<file path="config.mk">
export PLATFORM = sky130hd
export DESIGN_NAME = llc_update_engine
export DESIGN_NICKNAME = d
export VERILOG_FILES = /design/src/rtl/llc_update_engine_pkg.sv /design/src/rtl/llc_update_engine_flush_mask.sv /design/src/rtl/llc_update_engine.sv
export SDC_FILE = /design/constraint.sdc
export NUM_CORES = 1
export LEC_CHECK = 0
export CAP_MARGIN = 25
export CORE_AREA = 3 3 132 134
export CTS_CLUSTER_DIAMETER = 150
export DETAILED_ROUTE_END_ITERATION = 6
export DIE_AREA = 0 0 135 137
export PLACE_DENSITY_LB_ADDON = 0.3
export SLEW_MARGIN = 30
export SYNTH_ARGS = -nofsm -noshare
export SYNTH_HDL_FRONTEND = slang
export SYNTH_HIERARCHICAL = 1
export SYNTH_SLANG_ARGS = --single-unit
</file>
<file path="constraint.sdc">
create_clock -name i_clk -period 6.8 [get_ports i_clk]
set_input_delay 1.36 -clock i_clk [delete_from_list [all_inputs] [get_ports i_clk]]
set_output_delay 1.36 -clock i_clk [all_outputs]
set_load 0.01 [all_outputs]
</file>
<file path="src/rtl/llc_update_engine_pkg.sv">
// Shared LLC cache types: line states, hprot encodings, directory entry and update-op records.
package llc_update_engine_pkg;

  localparam int unsigned TagW     = 20;
  localparam int unsigned LineW    = 64;
  localparam int unsigned OwnerW   = 5;
  localparam int unsigned SharersW = 16;
  localparam int unsigned OpSetW   = 16;
  localparam int unsigned OpWayW   = 5;

  typedef enum logic [1:0] {
    LlcInvalid  = 2'd0,
    LlcValid    = 2'd1,
    LlcShared   = 2'd2,
    LlcModified = 2'd3
  } llc_state_t;

  typedef enum logic {
    HprotInstr = 1'b0,
    HprotData  = 1'b1
  } hprot_t;

  typedef struct packed {
    logic [TagW-1:0]     tag;
    llc_state_t          state;
    logic [LineW-1:0]    line;
    hprot_t              hprot;
    logic [OwnerW-1:0]   owner;
    logic [SharersW-1:0] sharers;
    logic                dirty;
  } llc_entry_t;

  // Encoding 2'd0 is deliberately left undefined and treated as a no-op.
  typedef enum logic [1:0] {
    UpdWrite = 2'd1,
    UpdRst   = 2'd2,
    UpdFlush = 2'd3
  } upd_kind_t;

  typedef struct packed {
    upd_kind_t         kind;
    logic [OpSetW-1:0] set;
    logic [OpWayW-1:0] way;
    llc_entry_t        entry;
    logic [OpWayW-1:0] evict_way;
    logic              upd_evict;
  } upd_op_t;

  function automatic llc_entry_t llc_inv_entry();
    llc_entry_t e;
    e       = '0;
    e.state = LlcInvalid;
    return e;
  endfunction

endpackage

</file>
<file path="src/rtl/llc_update_engine_flush_mask.sv">
// Per-way flush selector: a way is flushed when it holds valid data (not instruction) lines.
module llc_flush_mask
  import llc_update_engine_pkg::*;
#(
  parameter int unsigned WAYS = 16
) (
  input  llc_state_t [WAYS-1:0] i_states,
  input  hprot_t     [WAYS-1:0] i_hprots,
  output logic       [WAYS-1:0] o_mask
);

  always_comb begin
    o_mask = '0;
    for (int w = 0; w < WAYS; w++) begin
      o_mask[w] = (i_states[w] == LlcValid) && (i_hprots[w] == HprotData);
    end
  end

endmodule

</file>
<file path="src/rtl/llc_update_engine.sv">
// LLC update engine: single-entry writes, full-cache reset walk and data flush walk.
// Optional write-forwarding port enabled by defining LLC_UPDATE_FWD_EN.
module llc_update_engine
  import llc_update_engine_pkg::*;
#(
  parameter int unsigned WAYS      = 16,
  parameter int unsigned SETS      = 256,
  parameter int unsigned NUM_PORTS = WAYS,
  localparam int unsigned SetW     = (SETS > 1) ? $clog2(SETS) : 1,
  localparam int unsigned WayW     = (WAYS > 1) ? $clog2(WAYS) : 1
) (
  input  logic                   i_clk,
  input  logic                   i_rst,
`ifdef LLC_UPDATE_FWD_EN
  input  logic [SetW-1:0]        i_fwd_set,
  input  logic [WayW-1:0]        i_fwd_way,
  output logic                   o_fwd_hit,
  output llc_entry_t             o_fwd_entry,
`endif
  input  logic                   i_op_valid,
  output logic                   o_op_ready,
  input  upd_op_t                i_op,
  output logic                   o_wr_en,
  output logic                   o_wr_en_evict_way,
  output logic [SetW-1:0]        o_wr_set,
  output logic [WayW-1:0]        o_wr_way,
  output llc_entry_t             o_wr_entry,
  output logic [WayW-1:0]        o_wr_evict_way,
  output logic [NUM_PORTS-1:0]   o_wr_rst_flush,
  output logic                   o_rd_en,
  output logic [SetW-1:0]        o_rd_set,
  input  llc_state_t [WAYS-1:0]  i_rd_states,
  input  hprot_t     [WAYS-1:0]  i_rd_hprots,
  output logic                   o_done_valid,
  input  logic                   i_done_ready,
  output logic                   o_busy
);

  localparam logic [SetW-1:0] LastSet = SetW'(SETS - 1);

  typedef enum logic [2:0] {
    StIdle,
    StWrite,
    StRstWalk,
    StFlRead,
    StFlWrite,
    StDone
  } fsm_state_t;

  fsm_state_t       r_state, w_state_next;
  logic [SetW-1:0]  r_set_cnt, w_set_cnt_next;
  upd_op_t          r_op, w_op_next;
  logic [WAYS-1:0]  w_way_mask;
  logic [NUM_PORTS-1:0] w_lane_mask;
  logic             w_unused_op;

  llc_flush_mask #(
    .WAYS (WAYS)
  ) u_flush_mask (
    .i_states (i_rd_states),
    .i_hprots (i_rd_hprots),
    .o_mask   (w_way_mask)
  );

  // Lanes beyond WAYS never carry a flush.
  for (genvar p = 0; p < NUM_PORTS; p++) begin : g_lane
    if (p < WAYS) begin : g_map
      assign w_lane_mask[p] = w_way_mask[p];
    end else begin : g_pad
      assign w_lane_mask[p] = 1'b0;
    end
  end

  always_ff @(posedge i_clk or posedge i_rst) begin
    if (i_rst) begin
      r_state   <= StIdle;
      r_set_cnt <= '0;
      r_op      <= '0;
    end else begin
      r_state   <= w_state_next;
      r_set_cnt <= w_set_cnt_next;
      r_op      <= w_op_next;
    end
  end

  always_comb begin
    w_state_next      = r_state;
    w_set_cnt_next    = r_set_cnt;
    w_op_next         = r_op;
    o_op_ready        = 1'b0;
    o_wr_en           = 1'b0;
    o_wr_en_evict_way = 1'b0;
    o_wr_set          = '0;
    o_wr_way          = '0;
    o_wr_entry        = '0;
    o_wr_evict_way    = '0;
    o_wr_rst_flush    = '0;
    o_rd_en           = 1'b0;
    o_rd_set          = '0;
    o_done_valid      = 1'b0;

    unique case (r_state)
      StIdle: begin
        o_op_ready = 1'b1;
        if (i_op_valid) begin
          case (i_op.kind)
            UpdWrite: begin
              w_op_next    = i_op;
              w_state_next = StWrite;
            end
            UpdRst: begin
              w_set_cnt_next = '0;
              w_state_next   = StRstWalk;
            end
            UpdFlush: begin
              w_set_cnt_next = '0;
              w_state_next   = StFlRead;
            end
            default: ;
          endcase
        end
      end
      StWrite: begin
        o_wr_en           = 1'b1;
        o_wr_set          = r_op.set[SetW-1:0];
        o_wr_way          = r_op.way[WayW-1:0];
        o_wr_entry        = r_op.entry;
        o_wr_en_evict_way = r_op.upd_evict;
        o_wr_evict_way    = r_op.evict_way[WayW-1:0];
        w_state_next      = StIdle;
      end
      StRstWalk: begin
        o_wr_en           = 1'b1;
        o_wr_set          = r_set_cnt;
        o_wr_entry        = llc_inv_entry();
        o_wr_rst_flush    = '1;
        o_wr_en_evict_way = 1'b1;
        w_set_cnt_next    = r_set_cnt + SetW'(1);
        if (r_set_cnt == LastSet) w_state_next = StDone;
      end
      StFlRead: begin
        o_rd_en      = 1'b1;
        o_rd_set     = r_set_cnt;
        w_state_next = StFlWrite;
      end
      StFlWrite: begin
        // Read data for this set arrives exactly now, one cycle after StFlRead.
        o_wr_en        = 1'b1;
        o_wr_set       = r_set_cnt;
        o_wr_entry     = llc_inv_entry();
        o_wr_rst_flush = w_lane_mask;
        w_set_cnt_next = r_set_cnt + SetW'(1);
        w_state_next   = (r_set_cnt == LastSet) ? StDone : StFlRead;
      end
      StDone: begin
        o_done_valid = 1'b1;
        if (i_done_ready) w_state_next = StIdle;
      end
      default: w_state_next = StIdle;
    endcase
  end

  assign o_busy      = (r_state != StIdle);
  assign w_unused_op = ^{r_op.kind, r_op.set, r_op.way, r_op.evict_way};

`ifdef LLC_UPDATE_FWD_EN
  logic            r_fwd_valid;
  logic [SetW-1:0] r_fwd_set;
  logic [WayW-1:0] r_fwd_way;
  llc_entry_t      r_fwd_entry;

  always_ff @(posedge i_clk or posedge i_rst) begin
    if (i_rst) begin
      r_fwd_valid <= 1'b0;
      r_fwd_set   <= '0;
      r_fwd_way   <= '0;
      r_fwd_entry <= '0;
    end else if (r_state == StWrite) begin
      r_fwd_valid <= 1'b1;
      r_fwd_set   <= r_op.set[SetW-1:0];
      r_fwd_way   <= r_op.way[WayW-1:0];
      r_fwd_entry <= r_op.entry;
    end else if ((r_state == StIdle) && i_op_valid &&
                 ((i_op.kind == UpdRst) || (i_op.kind == UpdFlush))) begin
      r_fwd_valid <= 1'b0;
    end
  end

  assign o_fwd_hit   = r_fwd_valid && (i_fwd_set == r_fwd_set) && (i_fwd_way == r_fwd_way);
  assign o_fwd_entry = r_fwd_entry;
`endif

endmodule

</file>
==> out/metrics.cfg <==
[finish]
drive_gt1_frac=0.149
diodes=0
nets=1043
area_delta_synth_final_pct=63.0

[hold_path]
hold_path_class=reg -> reg

[synth]
yosysTopAreaCell=dfrtp_1
yosysWarnings=6
synth_top_area_frac=0.522
ys_seq_area_frac=0.522
syn-cell-area_mm2=0.00657
yosys-top-cells-area=dfrtp_1 (52%), mux2_2 (15%), and2_1 (12%)
synth-seq-cells=137
ys_types=40
avgSynthCellArea_um2=12.4
synth_flop_cell=dfrtp_1
synth_cells=530
synth_fp_nets=721
synth_edf_count=0
async_reset_ff_frac=1.00

[cts]
ctsHtreeMaxLevel=4
cts_made_buffers=17
clock_latency_ps=420
hold_buffers=0
cts.sinks=137
cts.root.buffer_cell=clkbuf_16
cts_tree=yes
cts_resized=0
cts_setup_buffers=0
cts_buffer_depth=2
path_clk_slew_ps=60

[die]
io_pins=345
die_h_um=137
fp.dieW_um=135
start_util=0.400
rows=47
core_area_mm2=0.0164
dieArea_mm2=0.0185

[critical_path]
cp-start-kind=flop
critical_path_class=reg -> out
crit_fanout=11
crit_path_end_kind=output pin
arrival_ps=2970
critPathRequiredTime_ps=5440

[power_and_ir_drop]
power_per_cell_area_mw_per_mm2=392
vdd_drop_max_mv=0.185
p_leak_nw=4.54

[run_status]
status=complete, no violations

[global_routing]
grt_pass1_vias=5611
grt_pass1_wl_um=29300
grt_max_degree=110
overflow=0
grt_usage=0.204
antenna_found_initial=0

[routing]
wl_um=19500
vias_per_cell=4.94
drt_iter0_drc=365
ant_nets=0
drtPass1Iterations=4
drc=0
dr_total_vias=5364
wire_per_inst_um=17.9

[run]
max-cap-violations=0

[timing]
fmax_mhz=231
rsz0062_at_grt=false
drv_slew=0
max_slew_margin=0.334
tns_ps=0
finalSetupViolations=0
tightest_slew_ps=997
setup_slack_ps=2470
finalHoldViolCount=0
post-route-period-util=0.637
period_needed_ps=4330
clock_skew_ps=11.0

[placement]
finalWeightedCongestion=0.788
dp.final_hpwl_um=14400
pre_cts_ws_ps=2760
port_buffers=334

layout by cell type (no fill, tap or decap), types with 4 or more instances in the layout:
cell	count
a21o_1	18
a22o_1	9
a31oi_1	4
and2_1	127
and3b_1	16
clkbuf_16	17
clkdlybuf4s50_1	334
dfrtp_1	137
inv_1	6
mux2_1	40
mux2_2	86
nand2_1	5
nand3_1	5
nor2_1	4
o21ai_0	4
where the power goes:
part	leakage [nW]	internal (mW)	switching (mW)	total [mW]
clock network	0.293	0.588	0.357	0.945
logic	2.58	1.06	0.740	1.80
registers	1.67	1.21	0.231	1.44
cell type report:
type                            count  area [um2]
Timing Repair Buffer              338        3390
Tap cell                          220         275
Clock buffer                       18         439
Inverter                            7        31.3
Sequential cell                   137        3430
Fill cell                        1242        5710
Multi-Input combinational cell    351        2960
Clock inverter                     14         171
worst max-delay path, cell delays in order (launching register included):
cell	delay, ps
dfrtp_1	540
inv_1	280
nor3b_1	880
and2_1	310
clkdlybuf4s50_1	560
flip-flops by register name, indices dropped and copies added (netlist names):
name and flops:
r_state 3, r_set_cnt 8, r_op 126
per-layer routing:
layer,vias up,share of wire,global-route usage
li1,2484,-,-
met1,2612,0.36,0.213
met2,235,0.54,0.379
met3,33,0.082,0.0669
met4,0,0.022,0.0817
met5,-,0,0
worst paths after layout:
kind | startpoint | to | slack (ps) | cells after the start
setup / recovery | r_state[0]$_DFFE_PP0P_ | o_rd_set[4] | 2470 | 4
hold / removal | r_op[47]$_DFFE_PP0P_ | r_op[47]$_DFFE_PP0P_ | 470 | 1
setup reg to reg | r_state[1]$_DFFE_PP0P_ | r_op[121]$_DFFE_PP0P_ | 3710 | 4
hold reg to reg | r_op[47]$_DFFE_PP0P_ | r_op[47]$_DFFE_PP0P_ | 470 | 1
max in group asynchronous | i_rst | r_op[42]$_DFFE_PP0P_ | 4310 | 3
min in group asynchronous | i_rst | r_state[2]$_DFFE_PP0P_ | 1400 | 2
through the flow:
step	cell area (um2)	power [mW]	hold slack [ps]	util	cells
floorplan	6570	2.33	449	-	530
global placement	10100	3.17	460	0.614	1053
detailed placement	10100	3.27	467	0.614	1053
CTS	10700	4.23	481	0.651	1085
global route	10700	4.44	495	0.652	1085
finish	10700	4.19	474	0.652	1085
cell families (layout without fill, tap and decap cells):
group	count (synthesis)	count (layout)	share of synthesized area
simple gates	172	172	0.170
fa+ha+maj	1	1	0.00191
buf+inv	42	377	0.0309
mux	127	127	0.218
flops	137	137	0.522
compound gates	50	50	0.0564
xor+xnor	1	1	0.00133
cells in the mapped netlist, types with 3 or more instances:
| cell | count |
|---|---|
| buf_6 | 4 |
| inv_1 | 7 |
| a21oi_1 | 3 |
| a22o_1 | 9 |
| nand3_1 | 5 |
| and3b_1 | 16 |
| nand2_1 | 5 |
| nor2_1 | 4 |
| mux2_2 | 86 |
| buf_2 | 9 |
| a21o_1 | 18 |
| nor3b_1 | 4 |
| o21ai_0 | 4 |
| a31oi_1 | 4 |
| clkbuf_1 | 21 |
| and2_1 | 127 |
| dfrtp_1 | 137 |
| mux2_1 | 40 |
Power figures use the tool's default switching activity.
